[config.mk]
export PLATFORM = sky130hd
export DESIGN_NAME = latch_clear_monitor
export DESIGN_NICKNAME = d
export VERILOG_FILES = /design/src/rtl/latch_mon_pkg.sv /design/src/rtl/latch_ref_model.sv /design/src/rtl/latch_clear_monitor.sv
export SDC_FILE = /design/constraint.sdc
export NUM_CORES = 1
export LEC_CHECK = 0
export CAP_MARGIN = 20
export CORE_ASPECT_RATIO = 1.25
export CORE_MARGIN = 2
export CORE_UTILIZATION = 55
export DETAILED_ROUTE_END_ITERATION = 16
export PLACE_DENSITY = 0.84
export SYNTH_ARGS = -nofsm -noshare
export SYNTH_HDL_FRONTEND = slang
export SYNTH_SLANG_ARGS = --single-unit
[constraint.sdc]
create_clock -name clk -period 5 [get_ports clk]
set_input_delay 1.5 -clock clk [delete_from_list [all_inputs] [get_ports clk]]
set_output_delay 1.5 -clock clk [all_outputs]
set_load 0.03 [all_outputs]
[src/rtl/latch_mon_pkg.sv]
// Shared types and constants for the gated D latch monitor.
// Imported by latch_ref_model and latch_clear_monitor.
package latch_mon_pkg;

    typedef enum logic [1:0] {
        UNKNOWN     = 2'd0,
        CLEARED     = 2'd1,
        TRANSPARENT = 2'd2,
        HOLD        = 2'd3
    } state_t;

    localparam int SETTLE_MAX = 7;
    localparam int SETTLE_W   = 3;

endpackage

[src/rtl/latch_ref_model.sv]
// Reference model of an active-low-clear gated D latch.
// Exposes both the registered state/exp_q and their next values.
module latch_ref_model
    import latch_mon_pkg::*;
(
    input  logic   clk,
    input  logic   rst,
    input  logic   en,
    input  logic   clr_n,
    input  logic   d,
    input  logic   g,
    output state_t cur_state,
    output logic   exp_q,
    output state_t nxt_state,
    output logic   nxt_exp
);

    // Next model state: clear beats gate, gate passes d, else hold.
    always_comb begin
        nxt_state = cur_state;
        nxt_exp   = exp_q;
        if (en) begin
            priority case (1'b1)
                !clr_n: begin
                    nxt_state = CLEARED;
                    nxt_exp   = 1'b0;
                end
                g: begin
                    nxt_state = TRANSPARENT;
                    nxt_exp   = d;
                end
                default: begin
                    if (cur_state != UNKNOWN) begin
                        nxt_state = HOLD;
                    end
                end
            endcase
        end
    end

    // Model state register.
    always_ff @(posedge clk) begin
        if (rst) begin
            cur_state <= UNKNOWN;
            exp_q     <= 1'b0;
        end else begin
            cur_state <= nxt_state;
            exp_q     <= nxt_exp;
        end
    end

endmodule

[src/rtl/latch_clear_monitor.sv]
// Samples a gated D latch, tracks a reference model and counts mismatches.
// Optional LATCH_MON_FIRST_ERR_EN adds first-mismatch capture outputs.
module latch_clear_monitor
    import latch_mon_pkg::*;
#(
    parameter int CNT_W  = 16,
    parameter int SETTLE = 1
) (
    input  logic             clk,
    input  logic             rst,
    input  logic             check_en,
    input  logic             clr_n,
    input  logic             d,
    input  logic             g,
    input  logic             q,
    output logic             exp_q,
    output logic [1:0]       state,
    output logic             err_pulse,
    output logic             err_sticky,
    output logic [CNT_W-1:0] err_count,
    output logic [CNT_W-1:0] sample_count
`ifdef LATCH_MON_FIRST_ERR_EN
    ,
    output logic [CNT_W-1:0] first_err_idx,
    output logic [3:0]       first_err_vec
`endif
);

    localparam int SETTLE_CL = (SETTLE > SETTLE_MAX) ? SETTLE_MAX :
                               ((SETTLE < 0) ? 0 : SETTLE);
    localparam logic [SETTLE_W-1:0] SETTLE_LD = SETTLE_W'(SETTLE_CL);

    logic                v1;
    logic                s_en;
    logic                s_clr_n;
    logic                s_d;
    logic                s_g;
    logic                s_q;
    logic                p_v;
    logic                p_clr_n;
    logic                p_d;
    logic                p_g;
    logic [SETTLE_W-1:0] settle_cnt;
    logic [SETTLE_W-1:0] settle_nxt;
    logic                change;
    logic                do_cmp;
    logic                mismatch;
    state_t              m_state;
    state_t              m_nxt_state;
    logic                m_nxt_exp;

    latch_ref_model u_model (
        .clk       (clk),
        .rst       (rst),
        .en        (v1),
        .clr_n     (s_clr_n),
        .d         (s_d),
        .g         (s_g),
        .cur_state (m_state),
        .exp_q     (exp_q),
        .nxt_state (m_nxt_state),
        .nxt_exp   (m_nxt_exp)
    );

    assign state = m_state;

    // Stage 1: register the observed latch pins.
    always_ff @(posedge clk) begin
        if (rst) begin
            v1      <= 1'b0;
            s_en    <= 1'b0;
            s_clr_n <= 1'b1;
            s_d     <= 1'b0;
            s_g     <= 1'b0;
            s_q     <= 1'b0;
        end else begin
            v1      <= 1'b1;
            s_en    <= check_en;
            s_clr_n <= clr_n;
            s_d     <= d;
            s_g     <= g;
            s_q     <= q;
        end
    end

    // Settle window and compare qualification for the stage-1 sample.
    always_comb begin
        change = !p_v || (s_clr_n != p_clr_n) ||
                 (s_d != p_d) || (s_g != p_g);
        settle_nxt = '0;
        if (change) begin
            settle_nxt = SETTLE_LD;
        end else if (settle_cnt != '0) begin
            settle_nxt = settle_cnt - 1'b1;
        end
        do_cmp = v1 && s_en && (m_nxt_state != UNKNOWN) &&
                 (settle_nxt == '0);
        mismatch = do_cmp && (s_q != m_nxt_exp);
    end

    // Previous sample and settle counter, advanced per valid sample.
    always_ff @(posedge clk) begin
        if (rst) begin
            p_v        <= 1'b0;
            p_clr_n    <= 1'b1;
            p_d        <= 1'b0;
            p_g        <= 1'b0;
            settle_cnt <= '0;
        end else if (v1) begin
            p_v        <= 1'b1;
            p_clr_n    <= s_clr_n;
            p_d        <= s_d;
            p_g        <= s_g;
            settle_cnt <= settle_nxt;
        end
    end

    // Stage 2: error pulse, sticky flag and saturating counters.
    always_ff @(posedge clk) begin
        if (rst) begin
            err_pulse    <= 1'b0;
            err_sticky   <= 1'b0;
            err_count    <= '0;
            sample_count <= '0;
        end else begin
            err_pulse <= mismatch;
            if (do_cmp && !(&sample_count)) begin
                sample_count <= sample_count + CNT_W'(1);
            end
            if (mismatch) begin
                err_sticky <= 1'b1;
                if (!(&err_count)) begin
                    err_count <= err_count + CNT_W'(1);
                end
            end
        end
    end

`ifdef LATCH_MON_FIRST_ERR_EN
    // Freeze index and pin vector of the first mismatch until reset.
    always_ff @(posedge clk) begin
        if (rst) begin
            first_err_idx <= '0;
            first_err_vec <= '0;
        end else if (mismatch && !err_sticky) begin
            first_err_idx <= sample_count;
            first_err_vec <= {s_clr_n, s_d, s_g, s_q};
        end
    end
`endif

endmodule

[Word level (Yosys, flattened, before mapping)]
Index checks and enable logic that the tools add are counted.
Word-level totals
  register bits after elaboration: 50
  bits in latches: 0
  bits in writable memories: 0
  ROM bits: 0
  bits of input ports: 7
  output and inout bits: 37
  word-level logic and storage cells: 52
  memories kept: 0
Operators by class
  $add $sub $neg: 3
  $mul: 0
  divide/modulo/power cells: 0
  magnitude comparators: 0
  equal/unequal tests: 4
  shift operators: 0
  multiplexer cells: 10
  bitwise gates (word level): 1
  reductions and logical operators: 17
Operators with widths (number)
  16-bit by 1-bit adder with 16-bit output (second input constant): 2
  16-bit AND reduction: 2
  2-bit 2-to-1 mux: 4
  3-bit 2-to-1 mux: 2
  1-bit logical AND: 5
  1-bit 2-to-1 mux: 4
  1-bit inequality test: 4
  2-bit nonzero test: 2
  3-bit logical NOT: 1
  1-bit logical OR: 3
  3-bit nonzero test: 1
  3-bit by 1-bit subtractor with 3-bit output (second input constant): 1
  1-bit logical NOT: 2
  2-bit AND reduction: 1
  1-bit NOT: 1

[Longest topological paths before layout]
  depth in word-level cells: 10
  mapped depth: 7
  gate-level depth less buffers: 6

[Modules after synthesis]
A second synthesis with hierarchy kept.
Unflattened totals
  cells, all modules: 262
  area total of the unflattened synthesis: 2349.8 sq um
Modules (own cells, without submodules)
  latch_clear_monitor: times used 1, cells each 246, area an instance 2199.6 sq um, sequential area each 940.9 sq um
  latch_ref_model: times used 1, cells each 16, area an instance 150.1 sq um, sequential area each 60.1 sq um

[Worst setup path after synthesis]
Ideal clock, no wire load.
  path type: in2reg
  from: in rst
  to: reg s_clr_n
  library setup time: 123 ps
  arrival: 2163 ps
  data required time: 4877 ps
  setup slack: 2714 ps
  stages on the path: 3
  path buffers: 2
  path through: clkbuf_1 buf_1 or2_2
RTL lines
  start: declaration: RTL line latch_clear_monitor.sv:10  | input logic rst,
  end signal: assignment: RTL line latch_clear_monitor.sv:79  | s_clr_n <= clr_n;
  end: declaration: RTL line latch_clear_monitor.sv:35  | logic s_clr_n;
No word-level cell between the ends.

[Final worst setup path]
  from: reg err_count[7]
  to: out err_count[7]
RTL lines
  start: declaration: RTL line latch_clear_monitor.sv:20  | output logic [CNT_W-1:0] err_count,
  start signal: assignment: RTL line latch_clear_monitor.sv:133  | err_count <= err_count + CNT_W'(1);
No word-level cell between the ends.

==> summary.txt <==
Crit path cell chain = clkdlybuf4s50_1
Nets = 312
DRC = 0
Die W = 61.2 um
Die Span Y = 75.4 um
Share of power burned in registers = 56.7%
Clock Root Buffer = clkbuf_8
Tmin final = 3.00 ns
Post-synth top cells = dfxtp_1 (50), a21oi_1 (27), nor2_1 (21)
Largest area contributor in the synthesized netlist = dfxtp_1
DRT met1 WL = 2100 um
Ys Warns = 0
Vias in the first global route = 1,747
First drt pass iteration count = 5
Asr flop ratio synth = 0%
Vias/cell = 5.86
Slew @ Worst Pin = 0.836 ns
Post_cts resized = 0
Place WS = 2.08 ns
Synth cell types = 41
TritonCTS clock tree = done
Outcome = finished clean
Setup_tns = 0 ns
CP endpoint kind = primary output
CTS hold repair buffers = 0
Fmax = 334 MHz
Worst stage delay on the critical path = 0.73 ns
Post-synth EDFFs = 0
Mapped Cells = 264
Slew Limit Fails = 0
Clock Path Buffers = 2
Pwr Total = 0.724 mW
Fin crit share = 60.0%
Int Pwr = 0.569 mW
Logic pwr share = 4.6%
Worst-Skew Late Latency = 0.30 ns
Clock share of power = 38.7%
Clock-pin transition on the worst setup and hold timing paths = 0.09 ns
Die ar. = 0.00461 mm2
RSZ-0062 raised after global routing = no
Wirelength per Cell = 13.3 um
Cts bufs inserted = 5
Gpl congestion = 0.828
Max H-tree Level = 2
Setup bufs post-CTS = 0
Row cnt = 26
Initial Util = 56.1%
Met3 WL = 235 um
Power density cells = 257 mW/mm2
Worst Setup Slack, final = 2.00 ns
Post-DP HPWL = 3210 um
#FFs+latches synth = 50
Hold Violations, Final = 0
Critical path peak fanout = 8
Top-count cell post-synth = dfxtp_1
Area contributors post-synth = dfxtp_1 (45%), a21oi_1 (6.0%), o21ai_0 (3.8%)
Crit path buffers/inverters = 1
Syn Area/Cell = 8.51 um2
Crit path launch type = flop
Hold WC Path Type = flop to flop
Clock Skews = 0.00551 ns
Uppermost routed layer = met4
Layout cells sized above 1 = 4.93%
Switching pwr = 0.155 mW
# setup viols final = 0
Ys flop type = dfxtp_1
Synth Net Count = 273
Leakage = 0.871 nW
Synth Cell Area = 0.00225 mm2
First-pass GRT wire length = 7680 um
WL final = 4790 um
Switching share of power = 21.4%
CP top delay family = buffers and inverters
IO Pins = 44
CP arrival = 1.50 ns
Critical path class = flop to primary output
Slowest CP cell = clkdlybuf4s50_1
# clock sinks = 50
IO Port Bufs = 43
Worst slew margin = 44.3%
Metal2 WL = 2380 um
Maxcap violations = 0
Remaining global-route overflow = 0
Layout area overhead = 25.2%
Largest net degree at the start of global routing = 49
GR Util All Layers = 21.7%
Vias post-DR = 2,108
Ant. Diodes = 0
Core Region = 0.00400 mm2
VDD IR max = 182 uV
Seq/Total Area, Yosys = 44.6%
Initial antenna violation count = 0
Top cell type's share of synthesized area = 44.6%
Required time worst endpoint = 3.50 ns
Antenna Nets Post-Route = 0
Initial DRC Count = 129
## cells in the final DEF, fill, tap and decap left out, types with 2 or more instances in the layout
| cell | instances |
|---|---|
| nand2_1 | 18 |
| or2_2 | 3 |
| o21ai_0 | 17 |
| nor2b_1 | 8 |
| inv_1 | 7 |
| nor4_1 | 4 |
| or4_1 | 10 |
| a211o_1 | 2 |
| clkbuf_1 | 2 |
| nand4_1 | 8 |
| nand3b_1 | 2 |
| or3_1 | 12 |
| nand2b_1 | 3 |
| nand3_1 | 11 |
| ha_1 | 2 |
| mux2i_1 | 2 |
| mux2_2 | 3 |
| nor2_1 | 21 |
| clkbuf_8 | 5 |
| dfxtp_1 | 50 |
| nor3_1 | 2 |
| clkdlybuf4s50_1 | 43 |
| and4_1 | 4 |
| a21oi_1 | 27 |
| a211oi_1 | 3 |
| o31ai_1 | 10 |
| xnor2_1 | 5 |
| and3_1 | 3 |
| and2_1 | 3 |
## registers in the layout (all words and copies together), names as in the netlist
register,flops
err_pulse,1
s_d,1
u_model.cur_state,2
s_clr_n,1
s_q,1
p_clr_n,1
settle_cnt,3
sample_count,16
err_count,16
s_en,1
s_g,1
err_sticky,1
p_d,1
u_model.exp_q,1
p_g,1
v1,1
p_v,1
## layout make-up
type / instances / area, um2
timing repair buffer: 44 / 438
tap: 56 / 70.1
multi-input combinational: 195 / 1170
clock buffer: 7 / 76.3
fill: 324 / 1190
sequential: 50 / 1000
inverter: 7 / 26.3
clock inverter: 1 / 30.0
## per-layer routing
layer / vias to the layer above / global-route usage (%)
met3: 7 / 6.28
met2: 48 / 36.3
met1: 992 / 26.3
met4: 0 / 7.97
li1: 1061 / -
met5: - / 0
## final timing paths
| path | slack (ns) | cells past startpoint | from | endpoint |
|---|---|---|---|---|
| max | 2.00 | 1 | err_count[7] | err_count[7] |
| min | 0.46 | 2 | err_sticky | err_sticky |
| max reg2reg | 2.47 | 5 | v1 | err_count[5] |
| min reg2reg | 0.46 | 2 | err_sticky | err_sticky |
## power by group through the flow
stage | clock network [mW] | registers [mW] | logic, mW
2_1_floorplan | 0 | 0.421 | 0.0203
3_3_place_gp | 0 | 0.420 | 0.0327
3_5_place_dp | 0 | 0.420 | 0.0334
4_1_cts | 0.284 | 0.411 | 0.0335
5_1_grt | 0.300 | 0.412 | 0.0367
6_report | 0.280 | 0.411 | 0.0333
## cell families (layout without fill, tap and decap cells)
group | after synthesis | in the layout | share of synthesized area (%)
buf+inv | 19 | 59 | 3.29
simple gates | 115 | 115 | 28.6
xor+xnor | 5 | 5 | 1.95
fa+ha+maj | 2 | 2 | 1.11
compound gates | 68 | 68 | 18.1
mux | 5 | 5 | 2.40
flops | 50 | 50 | 44.6
## through the flow
| step | hold WS (ns) | util [%] | cell area, um2 | std cells |
|---|---|---|---|---|
| detailed placement | 0.445 | 67.6 | 2710 | 352 |
| global route | 0.479 | 70.3 | 2810 | 360 |
| floorplan | 0.452 | - | 2250 | 264 |
| finish | 0.459 | 70.3 | 2810 | 360 |
| global placement | 0.436 | 67.6 | 2710 | 352 |
| CTS | 0.460 | 70.3 | 2810 | 360 |
Note: power is estimated with default switching activity, not from simulation.
